===== config.mk =====
export PLATFORM = sky130hd
export DESIGN_NAME = vga_timing
export DESIGN_NICKNAME = d
export VERILOG_FILES = /design/src/rtl/vga_timing.sv
export SDC_FILE = /design/constraint.sdc
export NUM_CORES = 1
export LEC_CHECK = 0
export ABC_AREA = 1
export CAP_MARGIN = 20
export CORE_ASPECT_RATIO = 1.5
export CORE_MARGIN = 1
export CORE_UTILIZATION = 40
export DETAILED_ROUTE_END_ITERATION = 7
export PLACE_DENSITY = 0.76
export SETUP_SLACK_MARGIN = 0.5
export SYNTH_ARGS = -nofsm -noshare
export SYNTH_HDL_FRONTEND = slang
export SYNTH_SLANG_ARGS = --single-unit

===== constraint.sdc =====
create_clock -name vga_clk -period 2.1 [get_ports vga_clk]
set_input_delay 0.315 -clock vga_clk [delete_from_list [all_inputs] [get_ports vga_clk]]
set_output_delay 0.315 -clock vga_clk [all_outputs]
set_load 0.005 [all_outputs]

===== src/rtl/vga_timing.sv =====
// Parametrised VGA raster timing generator: stage-0 coordinates, tile commands and
// sync/blank, with sync/de delayed PIPE cycles to match the downstream pixel pipeline.
module vga_timing #(
  parameter int unsigned H_ACTIVE     = 640,
  parameter int unsigned H_SYNC_START = 656,
  parameter int unsigned H_SYNC_END   = 720,
  parameter int unsigned H_TOTAL      = 840,
  parameter int unsigned V_ACTIVE     = 480,
  parameter int unsigned V_SYNC_START = 481,
  parameter int unsigned V_SYNC_END   = 484,
  parameter int unsigned V_TOTAL      = 500,
  parameter bit          HS_NEG       = 1'b1,
  parameter bit          VS_NEG       = 1'b1,
  parameter int unsigned CW           = 10,
  parameter int unsigned PIPE         = 1,
  parameter int unsigned FW           = 26
) (
  input  logic          vga_clk,
  input  logic          reset_n,
  output logic [CW-1:0] x,
  output logic [CW-1:0] y,
  output logic [1:0]    command,
  output logic          active,
  output logic          sof,
  output logic          vga_hs,
  output logic          vga_vs,
  output logic          vga_de,
  output logic [FW-1:0] frame
);

  localparam logic [1:0] CMD_IDLE    = 2'd0;
  localparam logic [1:0] CMD_RESTART = 2'd1;
  localparam logic [1:0] CMD_STEPY   = 2'd2;
  localparam logic [1:0] CMD_STEPX   = 2'd3;

  // One spare bit so a sync end equal to 2^CW still compares correctly.
  localparam logic [CW:0] H_ACT = (CW+1)'(H_ACTIVE);
  localparam logic [CW:0] H_SS  = (CW+1)'(H_SYNC_START);
  localparam logic [CW:0] H_SE  = (CW+1)'(H_SYNC_END);
  localparam logic [CW:0] H_LST = (CW+1)'(H_TOTAL - 1);
  localparam logic [CW:0] V_ACT = (CW+1)'(V_ACTIVE);
  localparam logic [CW:0] V_SS  = (CW+1)'(V_SYNC_START);
  localparam logic [CW:0] V_SE  = (CW+1)'(V_SYNC_END);
  localparam logic [CW:0] V_LST = (CW+1)'(V_TOTAL - 1);

  typedef struct packed {
    logic hs;
    logic vs;
    logic de;
  } sync_t;

  localparam sync_t SYNC_IDLE = {HS_NEG, VS_NEG, 1'b0};

  logic [CW:0] xe;
  logic [CW:0] ye;
  logic        line_end;
  logic        frame_end;
  sync_t       raw;
  sync_t       pipe_q [PIPE];

  assign xe        = {1'b0, x};
  assign ye        = {1'b0, y};
  assign line_end  = (xe == H_LST);
  assign frame_end = (ye == V_LST);

  always_ff @(posedge vga_clk) begin
    if (!reset_n) begin
      x     <= '0;
      y     <= '0;
      frame <= '0;
    end else if (line_end) begin
      x <= '0;
      if (frame_end) begin
        y     <= '0;
        frame <= frame + FW'(1);
      end else begin
        y <= y + CW'(1);
      end
    end else begin
      x <= x + CW'(1);
    end
  end

  assign active = (xe < H_ACT) && (ye < V_ACT);
  assign sof    = (x == '0) && (y == '0);

  // Restart is held for the whole first blanking line; tiles treat repeats as no-ops.
  always_comb begin
    command = CMD_IDLE;
    if (ye == V_ACT)      command = CMD_RESTART;
    else if (xe == H_ACT) command = CMD_STEPY;
    else if (active)      command = CMD_STEPX;
  end

  always_comb begin
    raw.hs = HS_NEG ^ ((xe >= H_SS) && (xe < H_SE));
    raw.vs = VS_NEG ^ ((ye >= V_SS) && (ye < V_SE));
    raw.de = active;
  end

  always_ff @(posedge vga_clk) begin
    if (!reset_n) begin
      for (int i = 0; i < int'(PIPE); i++) pipe_q[i] <= SYNC_IDLE;
    end else begin
      pipe_q[0] <= raw;
      for (int i = 1; i < int'(PIPE); i++) pipe_q[i] <= pipe_q[i-1];
    end
  end

  assign vga_hs = pipe_q[PIPE-1].hs;
  assign vga_vs = pipe_q[PIPE-1].vs;
  assign vga_de = pipe_q[PIPE-1].de;

endmodule

# Yosys cells after proc, flatten, opt, wreduce, memory -nomap -nowiden
# Memories as Yosys holds them, arrays and structs flattened.
# Cells that the tools add are included.
# Widths: inputs -> output; s select.
word_totals:
  reg_bits: 46
  input_bits: 2
  ramBits: 3
  n_memories: 1
classes:
  n_lt_le_gt_ge: 6
  mux: 8
  n_bitwise: 3
  eq_ne: 4
  addsub: 3
  n_reduce_logical: 9
mem_list:
  columns: ["name", "words", "word_bits", "read_ports", "rd_clocked_by_memory_dff", "write_ports", "line", "rtl"]
  rows:
  - ["pipe_q", 1, 3, 1, 0, 1, "59", "sync_t pipe_q [PIPE];"]
op_table:
  columns: ["operator", "count"]
  rows:
  - ["$add 26x1->26 const B", 1]
  - ["$add 10x1->10 const B", 2]
  - ["$eq 10x10->1 const B", 2]
  - ["$eq 10x9->1 const B", 2]
  - ["$logic_not 10->1", 2]
  - ["$lt 10x10->1 const B", 2]
  - ["$lt 10x9->1 const B", 2]
  - ["$ge 10x10->1 const B", 1]
  - ["$ge 10x9->1 const B", 1]
  - ["$mux 10", 1]
  - ["$mux 2", 3]
  - ["$logic_and 1x1->1", 4]
  - ["$mux 1", 3]
  - ["$mux 3", 1]
  - ["$not 1->1", 3]
  - ["$reduce_or 3->1", 1]
  - ["$reduce_and 2->1", 1]
  - ["$reduce_or 2->1", 1]

# Longest topological paths before layout
# Gate-level depths: netlist of run 1.
depth:
  ltp_word: 5
  depth_mapped: 11

# Worst setup path before layout of run 1
# Ideal clock, no wire load.
synth_path:
  kind: "register to register"
  startpoint: "register x[0]"
  endpoint: "register frame[3]"
  path_stages_with_launch: 10
  setup_slack_ns: 0.564
  path_buffers: 1
  setup_time_ns: 0.116
  arrival_ns: 1.420
  period_less_slack_ns: 1.536
  required_time_ns: 1.984
  cell_sequence: "dfxtp_1 > ha_1 > nand3_1 > nor2_2 > nand2_4 > nor2_4 > buf_6 > nand2_1 > o21ai_0 > nor2_1"
synth_via:
  elab_chain_cells: 2
synth_rtl:
  columns: ["item", "line", "rtl"]
  rows:
  - ["start, declared", "20", "output logic [CW-1:0] x,"]
  - ["start signal, assigned", "80", "x <= x + CW'(1);"]
  - ["$eq 10x10->1", "63", "assign line_end = (xe == H_LST);"]
  - ["$reduce_and 2->1 (no line)", null, null]
  - ["end signal, assigned", "75", "frame <= frame + FW'(1);"]
  - ["end, declared", "28", "output logic [FW-1:0] frame"]
# No other way between the ends.
# A chain may end at the register's enable or synchronous reset.

# Worst setup path after layout of run 1
layout_path:
  startpoint: "register y[9]"
  endpoint: "output port command[0]"
layout_via:
  elab_chain_cells: 5
  word_cells_on_any_way: 6
  classes_between: "order compare: 1; eq/ne: 1; mux: 3; reduce/logical: 1"
layout_rtl:
  columns: ["item", "line", "rtl"]
  rows:
  - ["start, declared", "21", "output logic [CW-1:0] y,"]
  - ["start signal, assigned", "77", "y <= y + CW'(1);"]
  - ["$lt 10x9->1", "84", "assign active = (xe < H_ACT) && (ye < V_ACT);"]
  - ["$logic_and 1x1->1", "84", null]
  - ["$mux 2", "92", "else if (active) command = CMD_STEPX;"]
  - ["$mux 2", "91", "else if (xe == H_ACT) command = CMD_STEPY;"]
  - ["$mux 2 *", "90", "if (ye == V_ACT) command = CMD_RESTART;"]
  - ["end, declared", "22", "output logic [1:0] command,"]
# Every way passes the cells marked *; elsewhere a longest branch is shown, timed or not.

==> qor.yml, run 1 <==
critical_path:
  reg2reg_slack_ps: 400
  regToRegStartpoint: "x[5]"
  arrival_ps: 1540
  r2r_cells: 12
  worst-setup-path-type: "register to primary output"
  r2r-end: "frame[19]"
  start_kind: "register"
  crit_required_ps: 1780
  end_kind: "primary output"
  crit_fanout: 3
floorplan:
  start_util_pct: 41.1
  rows: 37
  fp.dieW_um: 70.5
  core_sq_mm: 0.00685
  dieArea_sq_mm: 0.00739
  die_h_um: 105
  ios: 55
place:
  dp_worst_setup_slack_ps: 41.6
  hpwl_um: 5540
  placed_area_sq_mm: 0.00350
  finalWeightedCongestion: 0.932
  port_buffers: 54
synth:
  synth_seq_cells: 49
  synth_fp_nets: 449
  yosysSeqAreaShare_pct: 34.8
  syn_inst: 440
  ys_warn_count: 0
  syn-cell-area_sq_mm: 0.00282
  synth_cell_types: 28
  postSynthAreaPerCell_sq_um: 6.41
grt:
  antenna_found_initial: 0
  overflow: 0
  grt_pass1_vias: 3296
  grt_start_max_net_pins: 21
  grt_usage_pct: 24.7
  grt_pass1_wl_um: 14700
power_and_ir_drop:
  ir_drop_mv: 0.393
  leakagePower_nw: 1.81
  combinationalPowerShare_pct: 5.7
  p_int_mw: 1.27
  swShare_pct: 24.2
  p_switching_uw: 403
  power_frac_seq_pct: 55.8
  power_density_mw_per_mm2: 379
  power_mw: 1.67
  power_frac_clock_pct: 38.4
finish:
  drive_gt1_share_pct: 34.2
  syn2layout_area_growth_pct: 56.3
  layout_commonest_cell: "nand2_1"
  diodes: 0
  fin_nets: 552
  fin_area_sq_mm: 0.00441
  mostFrequentLayoutCells: "nand2_1, nor2_1, inv_1"
sta:
  timing.final.ws_setup_ps: 246
  setup-violations-final: 0
  rsz0062_at_grt: "true"
  min_period_ps: 1850
  relSlewSlack_pct: 71.8
  hold_violations: 0
  max_freq_mhz: 539
  tightestPinTransition_ps: 420
  setup_tns_ps: 0
  period_share_pct: 88.3
  finClkSkew_ps: 14.0
  drv_slew: 0
  hold-worst-slack_ps: 482
clock_tree:
  clock_latency_ps: 320
  htreeDepth: 2
  clk_pin_slew_ps: 100
  cts_buffers: 5
  root_buffer: "clkbuf_8"
  cts_tree: "yes"
  clock-sinks: 49
  clockBufferDepth: 2
routing:
  drc: 17
  num_vias: 3456
  drt_iter0_drc: 278
  drt.antenna.violating_nets: 0
  drt_first_pass_iters: 7
  vias_per_cell: 5.56
  routed_wl_um: 9760
  post_drt_wl_per_cell_um: 15.7
hold_path:
  holdPathStages: 1
  worstHoldEndpoint: "frame[0]"
  hold_start: "frame[0]"
  hold_path.class: "register to register"
flow_run:
  max_cap_viol_count: 0
status:
  status: "finished, violations left"
  violations: "DRC"
## registers in the layout, summed over array words and instances, names as in the netlist
signal and count:
frame 26, pipe_q 3, y 10, x 10
## cell usage after synthesis, drive strengths merged
library cell  number  area share (%)
nand2            122              17
nor3b              3            0.80
nand3             33             6.0
nor4               4            0.89
or2                2            0.44
buf                6             1.7
o31ai              1            0.27
a21oi             27             4.8
inv               56             7.5
xor2               5             1.6
o21ai             11             2.0
dfxtp             49              35
and3               2            0.44
xnor2              3            0.93
clkbuf             2            0.27
ha                 7             3.1
o21bai             1            0.27
nor2              77              12
nand4             21             4.7
nor3               8             1.4
## stage by stage
step,util (%),std cells
after global routing,64.3,622
after floorplan,-,440
final,64.3,622
after CTS,59.7,607
after global placement,51.0,575
after detailed placement,51.0,575
## worst max-delay path by stage
stage	start	cells after the start	to	slack [ps]
after floorplan	x[0]	9	frame[3]	560
after global placement	y[9]	7	command[1]	80
after detailed placement	y[9]	7	command[1]	40
after CTS	y[0]	6	command[0]	300
after global routing	x[0]	7	command[1]	200
final	y[9]	6	command[0]	250
## cell type report
type / count / area [sq um]
Clock buffer: 7 / 96.3
Clock inverter: 1 / 5.00
Fill cell: 564 / 2440
Inverter: 56 / 218
Multi-Input combinational cell: 327 / 1900
Sequential cell: 49 / 1060
Tap cell: 78 / 97.6
Timing Repair Buffer: 104 / 1030
## cells by family (layout without fill, tap and decap cells)
kind of cell / Yosys count / after routing / synth area share [%]
simple gates: 272 / 272 / 42.9
xor+xnor: 8 / 8 / 2.49
buf+inv: 64 / 168 / 9.45
compound gates: 40 / 40 / 7.28
flops: 49 / 49 / 34.8
fa+ha+maj: 7 / 7 / 3.11
## worst max-delay path, stage by stage, from the launching register on
cell	delay (ps)
dfxtp_4	370
inv_4	70
nand2_4	60
buf_6	130
nor4_4	330
or2_4	180
buf_6	80
## metal layers
metal  vias up  routed length [um]  GRT usage [%]
li1       1628                   -              -
met1      1611                3530           24.9
met2       162                5110           45.6
met3        55                 553           5.11
met4         0                 565           14.9
met5         -                   0              0
## power by group through the flow
| stage | Clock, mW | Sequential, mW | Combinational (mW) |
|---|---|---|---|
| after global routing | 0.682 | 0.933 | 0.103 |
| after global placement | 0 | 0.963 | 0.0675 |
| final | 0.641 | 0.932 | 0.0959 |
| after floorplan | 0 | 0.961 | 0.0383 |
| after detailed placement | 0 | 0.963 | 0.0687 |
| after CTS | 0.650 | 0.932 | 0.0740 |
## repair_timing
item | in CTS | in global routing
cloned | 3 | 0
hold buffers | 0 | 0
endpoints found under the setup margin | 63 | 63
pin swaps | 23 | 26
gates resized for setup | 122 | 76
buffers inserted | 21 | 15
(Power assumes the default switching activity.)
==> inputs of run 2 (changes only) <==
--- a/config.mk
+++ b/config.mk
@@ -5,13 +5,13 @@
 export SDC_FILE = /design/constraint.sdc
 export NUM_CORES = 1
 export LEC_CHECK = 0
-export ABC_AREA = 1
+export ABC_AREA = 0
 export CAP_MARGIN = 20
 export CORE_ASPECT_RATIO = 1.5
 export CORE_MARGIN = 1
 export CORE_UTILIZATION = 40
 export DETAILED_ROUTE_END_ITERATION = 7
-export PLACE_DENSITY = 0.76
+export PLACE_DENSITY = 0.77
 export SETUP_SLACK_MARGIN = 0.5
 export SYNTH_ARGS = -nofsm -noshare
 export SYNTH_HDL_FRONTEND = slang
==> qor.yml, run 2 <==
finish:
  top_register: "frame"  # unchanged
  fin_nets: 411  # was 552
  fin_area_sq_mm: 0.00422  # was 0.00441 sq mm
  reg_top3: "frame: 26 flops, x: 10 flops, y: 10 flops"  # unchanged
  diodes: 0  # unchanged
  layout_commonest_cell: "clkdlybuf4s50_1"  # was nand2_1
  syn2layout_area_growth_pct: 62.8  # was 56.3%
  mostFrequentLayoutCells: "clkdlybuf4s50_1, buf_4, nand2_1"  # was nand2_1, nor2_1, inv_1
  drive_gt1_share_pct: 35.7  # was 34.2%
  largest_reg_flops: 26  # unchanged
routing:
  drt_iter0_drc: 166  # was 278
  drc: 0  # was 17
  num_vias: 2743  # was 3456
  drt_first_pass_iters: 4  # was 7
  vias_per_cell: 5.75  # was 5.56
  post_drt_wl_per_cell_um: 16.2  # was 15.7 um
  drt.antenna.violating_nets: 0  # unchanged
  routed_wl_um: 7730  # was 9760 um
critical_path:
  cpMostUsedCell: "or3_4"  # was buf_6
  crit_required_ps: 2320  # was 1780 ps
  end_kind: "register"  # was primary output
  cp_slowest_cell: "or4_4"  # was dfxtp_4
  worst-setup-path-type: "register to register"  # was register to primary output
  arrival_ps: 2370  # was 1540 ps
  start_kind: "register"  # unchanged
  cpPeakStageDelay_ps: 500  # was 370 ps
  crit_fanout: 7  # was 3
  worstPathCellList: "or3_4 > buf_6 > or3_4 > buf_12 > or4_4 > a21oi_2"  # was inv_4 > nand2_4 > buf_6 > nor4_4 > or2_4 > buf_6
sta:
  timing.final.ws_setup_ps: -49.4  # was 246 ps
  max_freq_mhz: 465  # was 539 MHz
  relSlewSlack_pct: 62.3  # was 71.8%
  min_period_ps: 2150  # was 1850 ps
  hold_violations: 0  # unchanged
  drv_slew: 0  # unchanged
  finClkSkew_ps: 10.9  # was 14.0 ps
  hold-worst-slack_ps: 476  # was 482 ps
  period_share_pct: 102  # was 88.3%
  rsz0062_at_grt: "true"  # unchanged
  tightestPinTransition_ps: 565  # was 420 ps
  setup-violations-final: 9  # was 0
synth:
  synth_ff_type: "dfxtp_1"  # unchanged
  synth_top_cell_area_share_pct: 37.9  # was 34.8%
  syn-cell-area_sq_mm: 0.00259  # was 0.00282 sq mm
  ys_warn_count: 0  # unchanged
  synth_edf_count: 0  # unchanged
  synth_fp_nets: 314  # was 449
  synth_seq_cells: 49  # unchanged
  synthArstFlopShare_pct: 0  # unchanged
  synthMostInstantiatedCell: "dfxtp_1"  # was nand2_1
  synthTopCellsByCount: "dfxtp_1, nand2_1, a21oi_1, nor4_1, nor2_1"  # was nand2_1, nor2_1, inv_1
  synth.area.top_cells: "dfxtp_1, mux2i_1, nand2_1, nor4_1, o31ai_1"  # was dfxtp_1, nand2_1, nor2_1, inv_1, nand3_1
  yosysSeqAreaShare_pct: 37.9  # was 34.8%
  yosysTopAreaCell: "dfxtp_1"  # unchanged
  postSynthAreaPerCell_sq_um: 8.49  # was 6.41 sq um
  syn_inst: 305  # was 440
  synth_cell_types: 39  # was 28
status:
  violations: "setup timing"  # was DRC
  status: "finished, violations left"  # unchanged
hold_path:
  hold_path.class: "register to register"  # unchanged
floorplan:
  fp.dieW_um: 67.7  # was 70.5 um
  die_h_um: 101  # was 105 um
  ios: 55  # unchanged
  rows: 35  # was 37
  start_util_pct: 41.9  # was 41.1%
  dieArea_sq_mm: 0.00680  # was 0.00739 sq mm
  core_sq_mm: 0.00617  # was 0.00685 sq mm
clock_tree:
  cts_buffers: 5  # unchanged
  clockBufferDepth: 2  # unchanged
  clock-sinks: 49  # unchanged
  cts-hold-fix-buffers: 0  # unchanged
  clock_latency_ps: 300  # was 320 ps
  clk_pin_slew_ps: 80  # was 100 ps
  root_buffer: "clkbuf_8"  # unchanged
  htreeDepth: 2  # unchanged
  cts_tree: "yes"  # unchanged
place:
  hpwl_um: 4810  # was 5540 um
  port_buffers: 54  # unchanged
  finalWeightedCongestion: 0.824  # was 0.932
  placed_area_sq_mm: 0.00354  # was 0.00350 sq mm
power_and_ir_drop:
  ir_drop_mv: 0.283  # was 0.393 mV
  leakagePower_nw: 1.77  # was 1.81 nW
  power_density_mw_per_mm2: 373  # was 379 mW/mm^2
grt:
  grt_pass1_wl_um: 12400  # was 14700 um
  overflow: 0  # unchanged
  grt_usage_pct: 23.6  # was 24.7%
  grt_pass1_vias: 2639  # was 3296
  antenna_found_initial: 0  # unchanged
  grt_start_max_net_pins: 17  # was 21
flow_run:
  max_cap_viol_count: 0  # unchanged
-- run 2: cell count changes after synthesis, moves of 13 or more --
cell,before,now
nor2_1,70,16
nand2b_1,0,14
nand2_1,120,32
nor4_1,4,17
mux2i_1,0,13
inv_1,54,10
nand3_1,32,15
-- run 2: power by group --
part	internal [mW]	switching (mW)
Combinational	0.0423	0.0451
Sequential	0.931	0.0101
Clock	0.238	0.307
Total	1.21	0.363
-- run 2: kinds of logic (layout without fill, tap and decap cells) --
family                   after synthesis  in the layout  share of synthesized area, %
XOR/XNOR                              12             12                          4.06
multiplexers                          13             13                          5.03
flip-flops                            49             49                          37.9
adder cells (fa/ha/maj)                7              7                          3.38
AO/OA/AOI/OAI                         44             44                          11.0
buffers and inverters                 29            126                          5.12
AND/OR/NAND/NOR                      151            152                          33.5
-- run 2: routing by layer --
| layer | wire [um] | track usage [%] |
|---|---|---|
| met5 | 0 | 0 |
| met4 | 187 | 7.20 |
| met1 | 3080 | 27.4 |
| met2 | 4250 | 42.9 |
| met3 | 209 | 3.17 |
-- run 2: repair_timing --
action / 4_1_cts / 5_1_grt
endpoints found under the setup margin: 51 / 71
setup buffers: 14 / 5
cloned: 4 / 0
pin swaps: 33 / 15
resized for setup: 72 / 51
-- run 2: worst max-delay path, delay by kind of cell, from the launching register on --
family,cells,cell delay (ps)
AO/OA/AOI/OAI,1,150
buffers and inverters,2,280
flip-flops,1,320
AND/OR/NAND/NOR,3,1320
-- run 2: layout make-up --
cell class              instances  area [sq um]
fillers                       456          1960
multi-input cells             228          1870
inverters                      10          37.5
repair buffers                108          1110
clock buffers                   8          80.1
well taps                      74          92.6
flip-flops and latches         49          1030
-- run 2: final timing paths --
kind | start | endpoint | cells past startpoint | slack [ps]
worst min-delay path | x[0] | x[0] | 1 | 480
worst max register to register | x[3] | frame[2] | 6 | -50
worst min register to register | x[0] | x[0] | 1 | 480
worst max-delay path | x[3] | frame[2] | 6 | -50
-- run 2: stage by stage --
stage	instances	setup WS, ps	total power [mW]	util (%)	TNS, ps
2_1_floorplan	305	186	0.998	-	0
3_3_place_gp	446	-13.0	1.03	57.4	-13.0
3_5_place_dp	446	-15.4	1.03	57.4	-15.4
4_1_cts	472	-24.3	1.58	65.2	-61.8
5_1_grt	477	-78.8	1.64	68.3	-1100
6_report	477	-49.4	1.57	68.3	-127
